### config.mk
export PLATFORM = sky130hd
export DESIGN_NAME = mem_bus_arbiter_flat
export DESIGN_NICKNAME = d
export VERILOG_FILES = /design/src/rtl/mem_bus_arbiter_if.sv /design/src/rtl/mem_bus_arbiter.sv /design/src/flat_wrapper.sv
export SDC_FILE = /design/constraint.sdc
export NUM_CORES = 1
export LEC_CHECK = 0
export ABC_AREA = 1
export BUFFER_PORTS_ARGS = -buffer_cell sky130_fd_sc_hd__buf_2
export CORE_UTILIZATION = 38
export DETAILED_ROUTE_END_ITERATION = 16
export GPL_ROUTABILITY_DRIVEN = 0
export HOLD_SLACK_MARGIN = 0.12
export PLACE_DENSITY = 0.73
export SLEW_MARGIN = 0
export SYNTH_ARGS = -nofsm -noshare
export SYNTH_HDL_FRONTEND = slang
export SYNTH_SLANG_ARGS = --single-unit
### constraint.sdc
create_clock -name CLK -period 1.7 [get_ports CLK]
set_input_delay 0.17 -clock CLK [delete_from_list [all_inputs] [get_ports CLK]]
set_output_delay 0.17 -clock CLK [all_outputs]
set_load 0.02 [all_outputs]
### src/rtl/mem_bus_arbiter_if.sv
// Requester, memory bus and grant signals shared by mem_bus_arbiter and its environment.
// master: arbiter view (it masters the memory bus); slave: requesters + memory view.
interface mem_bus_arbiter_if #(
  parameter int unsigned DATA_W = 8
);
  // Fetch requester (read-only)
  logic              f_req;
  logic [DATA_W-1:0] f_addr;
  logic              f_ack;
  logic              f_err;
  logic [DATA_W-1:0] f_rdata;
  // Data requester (read/write)
  logic              d_req;
  logic              d_we;
  logic [DATA_W-1:0] d_addr;
  logic [DATA_W-1:0] d_wdata;
  logic              d_ack;
  logic              d_err;
  logic [DATA_W-1:0] d_rdata;
  // Unified memory bus
  logic [1:0]        bus_cmd;
  logic [DATA_W-1:0] bus_out;
  logic              bus_oe;
  logic [DATA_W-1:0] bus_in;
  logic              bus_wait;
  // Current or last grantee: 0 fetch, 1 data
  logic              owner;

  modport master (
    input  f_req, f_addr,
    output f_ack, f_err, f_rdata,
    input  d_req, d_we, d_addr, d_wdata,
    output d_ack, d_err, d_rdata,
    output bus_cmd, bus_out, bus_oe,
    input  bus_in, bus_wait,
    output owner
  );

  modport slave (
    output f_req, f_addr,
    input  f_ack, f_err, f_rdata,
    output d_req, d_we, d_addr, d_wdata,
    input  d_ack, d_err, d_rdata,
    input  bus_cmd, bus_out, bus_oe,
    output bus_in, bus_wait,
    input  owner
  );
endinterface

### src/rtl/mem_bus_arbiter.sv
// mem_bus_arbiter: shares one unified memory bus between the fetch unit and the
// load/store unit. Each transfer is an address phase followed by a data phase
// that memory may stretch with bus_wait; a watchdog aborts a data phase that
// stays stretched past WAIT_MAX cycles.
// Ties are round robin by default; define ARB_FETCH_PRIO_EN to make fetch win
// every tie (data is still served whenever fetch is not requesting).
module mem_bus_arbiter #(
  parameter int unsigned DATA_W   = 8,
  parameter int unsigned WAIT_MAX = 7
) (
  input logic               CLK,
  input logic               RST,
  mem_bus_arbiter_if.master bus
);

  typedef enum logic [2:0] {
    S_IDLE = 3'b001,
    S_ADDR = 3'b010,
    S_DATA = 3'b100
  } state_t;

  typedef enum logic [1:0] {
    CMD_NOP   = 2'b00,
    CMD_READ  = 2'b01,
    CMD_WRITE = 2'b10
  } cmd_t;

  localparam logic [7:0] WAIT_LIM = 8'(WAIT_MAX);

  state_t            r_state;
  state_t            w_next_state;
  logic              r_owner;
  logic              w_next_owner;
  logic              r_is_wr;
  logic              w_next_is_wr;
  logic [7:0]        r_wait_cnt;
  logic [7:0]        w_next_wait_cnt;
  logic [DATA_W-1:0] r_f_rdata;
  logic [DATA_W-1:0] r_d_rdata;

  logic              w_idle_gnt;
  logic              w_idle_gnt_d;
  logic              w_exit_gnt;
  logic              w_exit_gnt_d;

  cmd_t              w_cmd;
  logic [DATA_W-1:0] w_out;
  logic              w_oe;
  logic              w_done;
  logic              w_abort;

  // Arbitration decisions: a fresh pick in IDLE, and the hand-over pick taken
  // at the end of a data phase (the just-served requester is excluded there).
  always_comb begin
    w_idle_gnt   = bus.f_req | bus.d_req;
    w_idle_gnt_d = 1'b0;
    w_exit_gnt   = 1'b0;
    w_exit_gnt_d = 1'b0;
`ifdef ARB_FETCH_PRIO_EN
    w_idle_gnt_d = ~bus.f_req & bus.d_req;
    if (r_owner) begin
      w_exit_gnt   = bus.f_req;
      w_exit_gnt_d = 1'b0;
    end else begin
      // fetch still asking means a tie it would win; re-arbitrate from IDLE
      w_exit_gnt   = bus.d_req & ~bus.f_req;
      w_exit_gnt_d = 1'b1;
    end
`else
    if (bus.f_req && bus.d_req) begin
      w_idle_gnt_d = ~r_owner;
    end else begin
      w_idle_gnt_d = bus.d_req;
    end
    w_exit_gnt   = r_owner ? bus.f_req : bus.d_req;
    w_exit_gnt_d = ~r_owner;
`endif
  end

  // FSM next state, grant bookkeeping and bus drive
  always_comb begin
    w_next_state    = r_state;
    w_next_owner    = r_owner;
    w_next_is_wr    = r_is_wr;
    w_next_wait_cnt = r_wait_cnt;
    w_cmd           = CMD_NOP;
    w_out           = '0;
    w_oe            = 1'b0;
    w_done          = 1'b0;
    w_abort         = 1'b0;

    case (r_state)
      S_IDLE: begin
        if (w_idle_gnt) begin
          w_next_state = S_ADDR;
          w_next_owner = w_idle_gnt_d;
          w_next_is_wr = w_idle_gnt_d & bus.d_we;
        end
      end

      S_ADDR: begin
        w_cmd        = r_is_wr ? CMD_WRITE : CMD_READ;
        w_out        = r_owner ? bus.d_addr : bus.f_addr;
        w_oe         = 1'b1;
        w_next_state = S_DATA;
      end

      S_DATA: begin
        w_cmd = r_is_wr ? CMD_WRITE : CMD_READ;
        if (r_is_wr) begin
          w_out = bus.d_wdata;
          w_oe  = 1'b1;
        end
        if (!bus.bus_wait) begin
          w_done = 1'b1;
        end else if (r_wait_cnt == WAIT_LIM) begin
          w_abort = 1'b1;
        end else begin
          w_next_wait_cnt = r_wait_cnt + 8'd1;
        end
        if (w_done || w_abort) begin
          w_next_wait_cnt = '0;
          if (w_exit_gnt) begin
            w_next_state = S_ADDR;
            w_next_owner = w_exit_gnt_d;
            w_next_is_wr = w_exit_gnt_d & bus.d_we;
          end else begin
            w_next_state = S_IDLE;
          end
        end
      end

      default: begin
        w_next_state    = S_IDLE;
        w_next_wait_cnt = '0;
      end
    endcase
  end

  // State, grantee and watchdog registers
  always_ff @(posedge CLK or negedge RST) begin
    if (!RST) begin
      r_state    <= S_IDLE;
      r_owner    <= 1'b1;
      r_is_wr    <= 1'b0;
      r_wait_cnt <= '0;
    end else begin
      r_state    <= w_next_state;
      r_owner    <= w_next_owner;
      r_is_wr    <= w_next_is_wr;
      r_wait_cnt <= w_next_wait_cnt;
    end
  end

  // Capture read data at the edge that closes a successful read
  always_ff @(posedge CLK or negedge RST) begin
    if (!RST) begin
      r_f_rdata <= '0;
      r_d_rdata <= '0;
    end else if (w_done && !r_is_wr) begin
      if (r_owner) begin
        r_d_rdata <= bus.bus_in;
      end else begin
        r_f_rdata <= bus.bus_in;
      end
    end
  end

  assign bus.bus_cmd = w_cmd;
  assign bus.bus_out = w_out;
  assign bus.bus_oe  = w_oe;
  assign bus.owner   = r_owner;

  assign bus.f_ack   = w_done  & ~r_owner;
  assign bus.d_ack   = w_done  &  r_owner;
  assign bus.f_err   = w_abort & ~r_owner;
  assign bus.d_err   = w_abort &  r_owner;

  // rdata shows the bus value during the completing cycle, then the captured copy
  assign bus.f_rdata = (w_done && !r_is_wr && !r_owner) ? bus.bus_in : r_f_rdata;
  assign bus.d_rdata = (w_done && !r_is_wr &&  r_owner) ? bus.bus_in : r_d_rdata;

endmodule

### src/flat_wrapper.sv
// flat-port wrapper written by rule: the top's interface ports become plain ports
module mem_bus_arbiter_flat 
#(
  parameter int unsigned DATA_W   = 8,
  parameter int unsigned WAIT_MAX = 7
)
  (CLK, RST, bus_f_req, bus_f_addr, bus_f_ack, bus_f_err, bus_f_rdata, bus_d_req, bus_d_we, bus_d_addr, bus_d_wdata, bus_d_ack, bus_d_err, bus_d_rdata, bus_bus_cmd, bus_bus_out, bus_bus_oe, bus_bus_in, bus_bus_wait, bus_owner);
  mem_bus_arbiter_if #(.DATA_W(DATA_W)) bus_i ();
  input logic CLK;
  input logic RST;
  input wire logic [$bits(bus_i.f_req)-1:0] bus_f_req;
  input wire logic [$bits(bus_i.f_addr)-1:0] bus_f_addr;
  output wire logic [$bits(bus_i.f_ack)-1:0] bus_f_ack;
  output wire logic [$bits(bus_i.f_err)-1:0] bus_f_err;
  output wire logic [$bits(bus_i.f_rdata)-1:0] bus_f_rdata;
  input wire logic [$bits(bus_i.d_req)-1:0] bus_d_req;
  input wire logic [$bits(bus_i.d_we)-1:0] bus_d_we;
  input wire logic [$bits(bus_i.d_addr)-1:0] bus_d_addr;
  input wire logic [$bits(bus_i.d_wdata)-1:0] bus_d_wdata;
  output wire logic [$bits(bus_i.d_ack)-1:0] bus_d_ack;
  output wire logic [$bits(bus_i.d_err)-1:0] bus_d_err;
  output wire logic [$bits(bus_i.d_rdata)-1:0] bus_d_rdata;
  output wire logic [$bits(bus_i.bus_cmd)-1:0] bus_bus_cmd;
  output wire logic [$bits(bus_i.bus_out)-1:0] bus_bus_out;
  output wire logic [$bits(bus_i.bus_oe)-1:0] bus_bus_oe;
  input wire logic [$bits(bus_i.bus_in)-1:0] bus_bus_in;
  input wire logic [$bits(bus_i.bus_wait)-1:0] bus_bus_wait;
  output wire logic [$bits(bus_i.owner)-1:0] bus_owner;
  assign bus_i.f_req = bus_f_req;
  assign bus_i.f_addr = bus_f_addr;
  assign bus_f_ack = bus_i.f_ack;
  assign bus_f_err = bus_i.f_err;
  assign bus_f_rdata = bus_i.f_rdata;
  assign bus_i.d_req = bus_d_req;
  assign bus_i.d_we = bus_d_we;
  assign bus_i.d_addr = bus_d_addr;
  assign bus_i.d_wdata = bus_d_wdata;
  assign bus_d_ack = bus_i.d_ack;
  assign bus_d_err = bus_i.d_err;
  assign bus_d_rdata = bus_i.d_rdata;
  assign bus_bus_cmd = bus_i.bus_cmd;
  assign bus_bus_out = bus_i.bus_out;
  assign bus_bus_oe = bus_i.bus_oe;
  assign bus_i.bus_in = bus_bus_in;
  assign bus_i.bus_wait = bus_bus_wait;
  assign bus_owner = bus_i.owner;
  mem_bus_arbiter #(.DATA_W(DATA_W), .WAIT_MAX(WAIT_MAX)) u_core (.CLK(CLK), .RST(RST), .bus(bus_i));
endmodule
# After elaboration in Yosys (flattened, before gate mapping)
# Cells that the tools add are included.
# W data, S select, Z words.
# word_totals
wordCells	74
output_inout_bits	32
in_bits	38
register_bits	29
# classes
n_addsub	1
n_eq_ne	9
muxes	34
n_bitwise	9
reduce_logical	15
# op_table
op	count
$mux W8	7
$pmux W8 S2	2
$mux W1	16
$pmux W3 S3	1
$add A8 B1 Y8 const B	1
$eq A8 B3 Y1 const B	1
$and A1 B1 Y1	6
$mux W2	3
$mux W3	2
$ne A2 B1 Y1 const B	3
$pmux W1 S2	3
$reduce_and A2 Y1	3
$logic_and A1 B1 Y1	4
$reduce_and A4 Y1	1
$reduce_or A2 Y1	2
$eq A3 B1 Y1 const B	1
$eq A3 B2 Y1 const B	1
$eq A3 B3 Y1 const B	1
$ne A3 B2 Y1 const B	1
$ne A3 B3 Y1 const B	1
$reduce_and A3 Y1	1
$logic_not A1 Y1	2
$not A1 Y1	2
$reduce_bool A2 Y1	1
other kinds (2)	2

# Logic depth before layout (Yosys ltp)
# depth
word_depth	7
depth_mapped	9
mapped_depth_nobuf	9

# Least setup slack after synthesis
# No wires, ideal clock.
# synth_timing
path_type	reg-to-output
startpoint	register u_core.r_owner, in the netlist u_core.bus.owner
endpoint	output port bus_bus_out[0]
required_time_ns	1.530
path_slack_ns	0.044
path_stages_with_launch	4
path_buffers	1
t_arrival_ns	1.486
path_cell_list	dfstp_2 > buf_2 > nor2_1 > o31ai_1
# synth_via
elab_chain_cells	2
# synth_rtl
item	line_no	rtl
start: declaration	mem_bus_arbiter.sv:32	logic r_owner;
start signal: assignment	mem_bus_arbiter.sv:149	r_owner <= w_next_owner;
$mux W8	mem_bus_arbiter.sv:103	w_out = r_owner ? bus.d_addr : bus.f_addr;
$pmux W8 S2	mem_bus_arbiter.sv:92	case (r_state)
end: declaration	flat_wrapper.sv:24	output wire logic [$bits(bus_i.bus_out)-1:0] bus_bus_out;
# Every way passes these cells.

# Worst setup path in the final report
# layout_timing
startpoint	register u_core.r_owner, in the netlist u_core.bus.owner
endpoint	output port bus_d_rdata[3]
# layout_via
elab_chain_cells	2
# layout_rtl
item	line_no	rtl
$logic_and A1 B1 Y1	mem_bus_arbiter.sv:181	assign bus.d_rdata = (w_done && !r_is_wr && r_owner) ? bus.bus_in : r_d_rdata;
$mux W8	mem_bus_arbiter.sv:181	
end: declaration	flat_wrapper.sv:22	output wire logic [$bits(bus_i.d_rdata)-1:0] bus_d_rdata;
# Every way passes these cells.

==> results.md <==
- Count of cells along the worst register-to-register path: 9
- WS Path Type: flip-flop to output pin
- Clock insertion delay at the later pin of the skew report: between 0.2 and 0.3 ns
- Final Hold Fails: 0
- Pin count of the biggest net entering global routing: 30
- Post-route clock period utilization: 110%
- Number of flip-flops and latches in the synthesized netlist: 29
- Vias in the first global route: around 1800
- Maximum buffer depth of the clock tree: 2
- Crit Reg-Reg Startpoint: u_core.r_state[1]
- Initial antenna violation count: 0
- Max_cap viols: 0
- Die Ht: around 68 um
- CTS tree: done
- Hold Crit Endpoint: u_core.r_d_rdata[7]
- Prevailing post-synth register cell: sky130_fd_sc_hd__dfrtp_1
- Hold Path Depth: 3
- Peak Freq: about 0.53 GHz
- Maximum VDD drop: just over 1 mV
- Global route overflow: 0
- Final Max Tran Viols: 0
- Setup ws final: -0.171 ns
- Area of the die: 4690 sq um
- Violations in the final reports: negative setup slack
- Number of H-tree branching levels: 2
- Reg-to-reg critical path endpoint: u_core.r_wait_cnt[5]
- Post-synthesis net count: 265
- Endpoint required time on the critical path: between 1.5 and 2 ns
- Leakage component of the power: 1.40 nW
- Buffers added on ports: 69
- Shortest period the worst path allows: approximately 1.9 ns
- Slew at the pin closest to its max-slew limit: approximately 0.66 ns
- Mean number of vias per cell: 5.24
- # DRC: 0
- Element type at the critical path end: output pin
- Hold Worst Slack: roughly 0.15 ns
- Worst Setup Start Kind: flip-flop
- Area inside the core boundary: about 4000 sq um
- Final std cell area, no fill: between 2000 and 3000 sq um
- Reg clk slew, reported paths: 0.06 ns
- Violation count after the first detailed-routing iteration: 100
- Synthesized instance count: 226
- Critical path peak fanout: 8
- Yosys warns: 0
- Delay of the slowest cell on the worst path: roughly 0.58 ns
- ANT cells: 0
- Starting Density: between 40% and 50%
- Row count: 23
- Routed wire length: approximately 5.5 mm
- Inserted Clock Buffers: 5
- Buffer cell driving the clock tree root: sky130_fd_sc_hd__clkbuf_8
- Setup Viol. Count Final: 26
- FF-to-FF setup slack: between 0.1 and 0.15 ns
- Vias post-DR: between 1500 and 2000
- Post-synthesis cell type count: 24
- Sum of net half-perimeters after detailed placement: around 3.3 mm
- Outcome: complete, but fails checks
- Number of enable flip-flop cells after synthesis: 0
- Crit path max-delay cell type: sky130_fd_sc_hd__dfstp_2
- Pre-CTS WS: about 0.11 ns
- Post-synthesis to final-layout area growth: 64.0%
- Post-synth ARST share: 100%
- Number of iterations in the first detailed-routing pass: 4
- Netlist area before placement: 1680 sq um
- Overall Global Routing Usage: a little under a quarter
- Placed standard-cell area: just over 2000 sq um
- DR WL/cell: roughly 15 um
- Layout Skew: about 0.0055 ns
- Sequential cell area: between 700 and 800 sq um
- Unrepaired setup endpoints after global routing: true
- Area occupied by multi-input gates: approximately 1100 sq um
- Post-route antenna net violation count: 0
- Global-route wire length before repair: a little under 8 mm
- Data arrival at the endpoint of the critical path: around 1.7 ns
- Startpoint of the worst hold path: bus_bus_in[7]
- Worst-path cell chain: clkinvlp_4 -> nor2_4 -> nand2_1 -> nand2_2 -> buf_6
- Headroom to the max-slew limit: 55.9%
- Fraction of final layout cells sized beyond drive strength 1: 52.5%
- Post-Syn Area per Cell: between 7 and 8 sq um
- Pwr per Cell Area: 1630 nW/um^2
- Top-level I/O count: 70
- Final net count: between 300 and 400
- Post-synthesis sequential area ratio: 43.4%
- Clk sinks: 29
- Layout fillers: 336
- Min-Delay Path Class: input port to flip-flop
- Die outline width: between 60 and 70 um
==> metal layers <==
layer / share of wire [%] / global-route usage, % / vias up
li1: - / - / 936
met1: 42 / 27.1 / 946
met2: 51 / 40.0 / 82
met3: 5.4 / 4.33 / 7
met4: 1.0 / 7.29 / 0
met5: 0 / 0 / -
==> report_power, final <==
group          internal (mW)  switching, mW
Clock                  0.477          0.258
Combinational           1.09           1.58
Sequential             0.939          0.140
==> per-stage QoR <==
| stage | TNS, ns | instances | power (mW) | util, % |
|---|---|---|---|---|
| finish | -2.88 | 376 | 4.49 | 66.9 |
| global route | -4.64 | 376 | 4.74 | 66.9 |
| CTS | -2.02 | 364 | 4.09 | 61.1 |
| detailed placement | 0 | 342 | 2.78 | 50.3 |
| global placement | 0 | 342 | 2.74 | 50.3 |
| floorplan | 0 | 226 | 2.23 | - |
==> kinds of logic after synthesis <==
group	synth area share [%]
AOI/OAI and AO/OA	12.7
xor gates and xnor gates	0.522
adders and majority gates	0.746
buffers and inverters	6.94
DFF	43.4
muxes	0.597
and+or+nand+nor	35.1
==> Yosys cell counts, types with 4 or more instances <==
library cell,instances,share of area (%)
sky130_fd_sc_hd__o31ai_1,8,3.6
sky130_fd_sc_hd__nor2_4,4,2.7
sky130_fd_sc_hd__nand2_1,65,15
sky130_fd_sc_hd__nor3_1,4,1.2
sky130_fd_sc_hd__inv_1,16,3.6
sky130_fd_sc_hd__nand3_1,16,4.8
sky130_fd_sc_hd__dfrtp_1,27,40
sky130_fd_sc_hd__o21ai_1,11,3.3
sky130_fd_sc_hd__nor2_1,33,7.4
sky130_fd_sc_hd__o21ai_0,14,4.2
==> worst max-delay path, delay by kind of cell, from the launching register on <==
family	cells	cell delay, ns
flip-flops	1	0.58
buffers and inverters	2	0.34
AND/OR/NAND/NOR	3	0.51
==> cell usage in the layout (no fill, tap or decap), drive strengths merged, types with 2 or more instances in the layout <==
cell    synthesis  final
o22ai           2      2
nor3            4      4
nor2           37     37
clkbuf          2      7
nand2          69     70
nand3          19     20
a21oi           3      3
dfrtp          27     27
o31ai           8      8
dfstp           2      2
o21ai          25     25
buf             5     96
inv            19     18
==> layout make-up <==
class                      instances  share of cell area, %
sequential                        29                   26.5
clock buffer                       7                   3.14
tap                               50                   2.27
clock inverter                     1                   1.09
multi-input combinational        173                   38.9
inverter                          19                   2.82
timing repair buffer              97                   25.3
==> worst max path at each step <==
stage / from / endpoint / slack, ns / depth (start not counted)
2_1_floorplan: u_core.bus.owner / bus_bus_out[0] / 0.04 / 3
3_3_place_gp: u_core.bus.owner / bus_bus_out[2] / 0.13 / 4
3_5_place_dp: u_core.r_state[1] / u_core.r_wait_cnt[2] / 0.11 / 8
4_1_cts: u_core.r_state[1] / bus_f_rdata[0] / -0.12 / 8
5_1_grt: u_core.bus.owner / bus_d_rdata[2] / -0.25 / 5
6_report: u_core.bus.owner / bus_d_rdata[3] / -0.17 / 5
==> repair_timing <==
item / CTS / global route
buffers inserted: 12 / 11
resized for setup: 69 / 41
gates cloned: 1 / 1
endpoints found under the setup margin: 27 / 29
pin swaps: 11 / 8
endpoints found under the hold margin: 27 / 0
hold buffers: 1 / 0
==> registers in the layout, indices dropped and copies added, names as in the netlist <==
| register | cells |
|---|---|
| u_core.bus.owner | 1 |
| u_core.r_d_rdata | 8 |
| u_core.r_f_rdata | 8 |
| u_core.r_is_wr | 1 |
| u_core.r_state | 3 |
| u_core.r_wait_cnt | 8 |
Note: power is estimated with default switching activity, not from simulation.
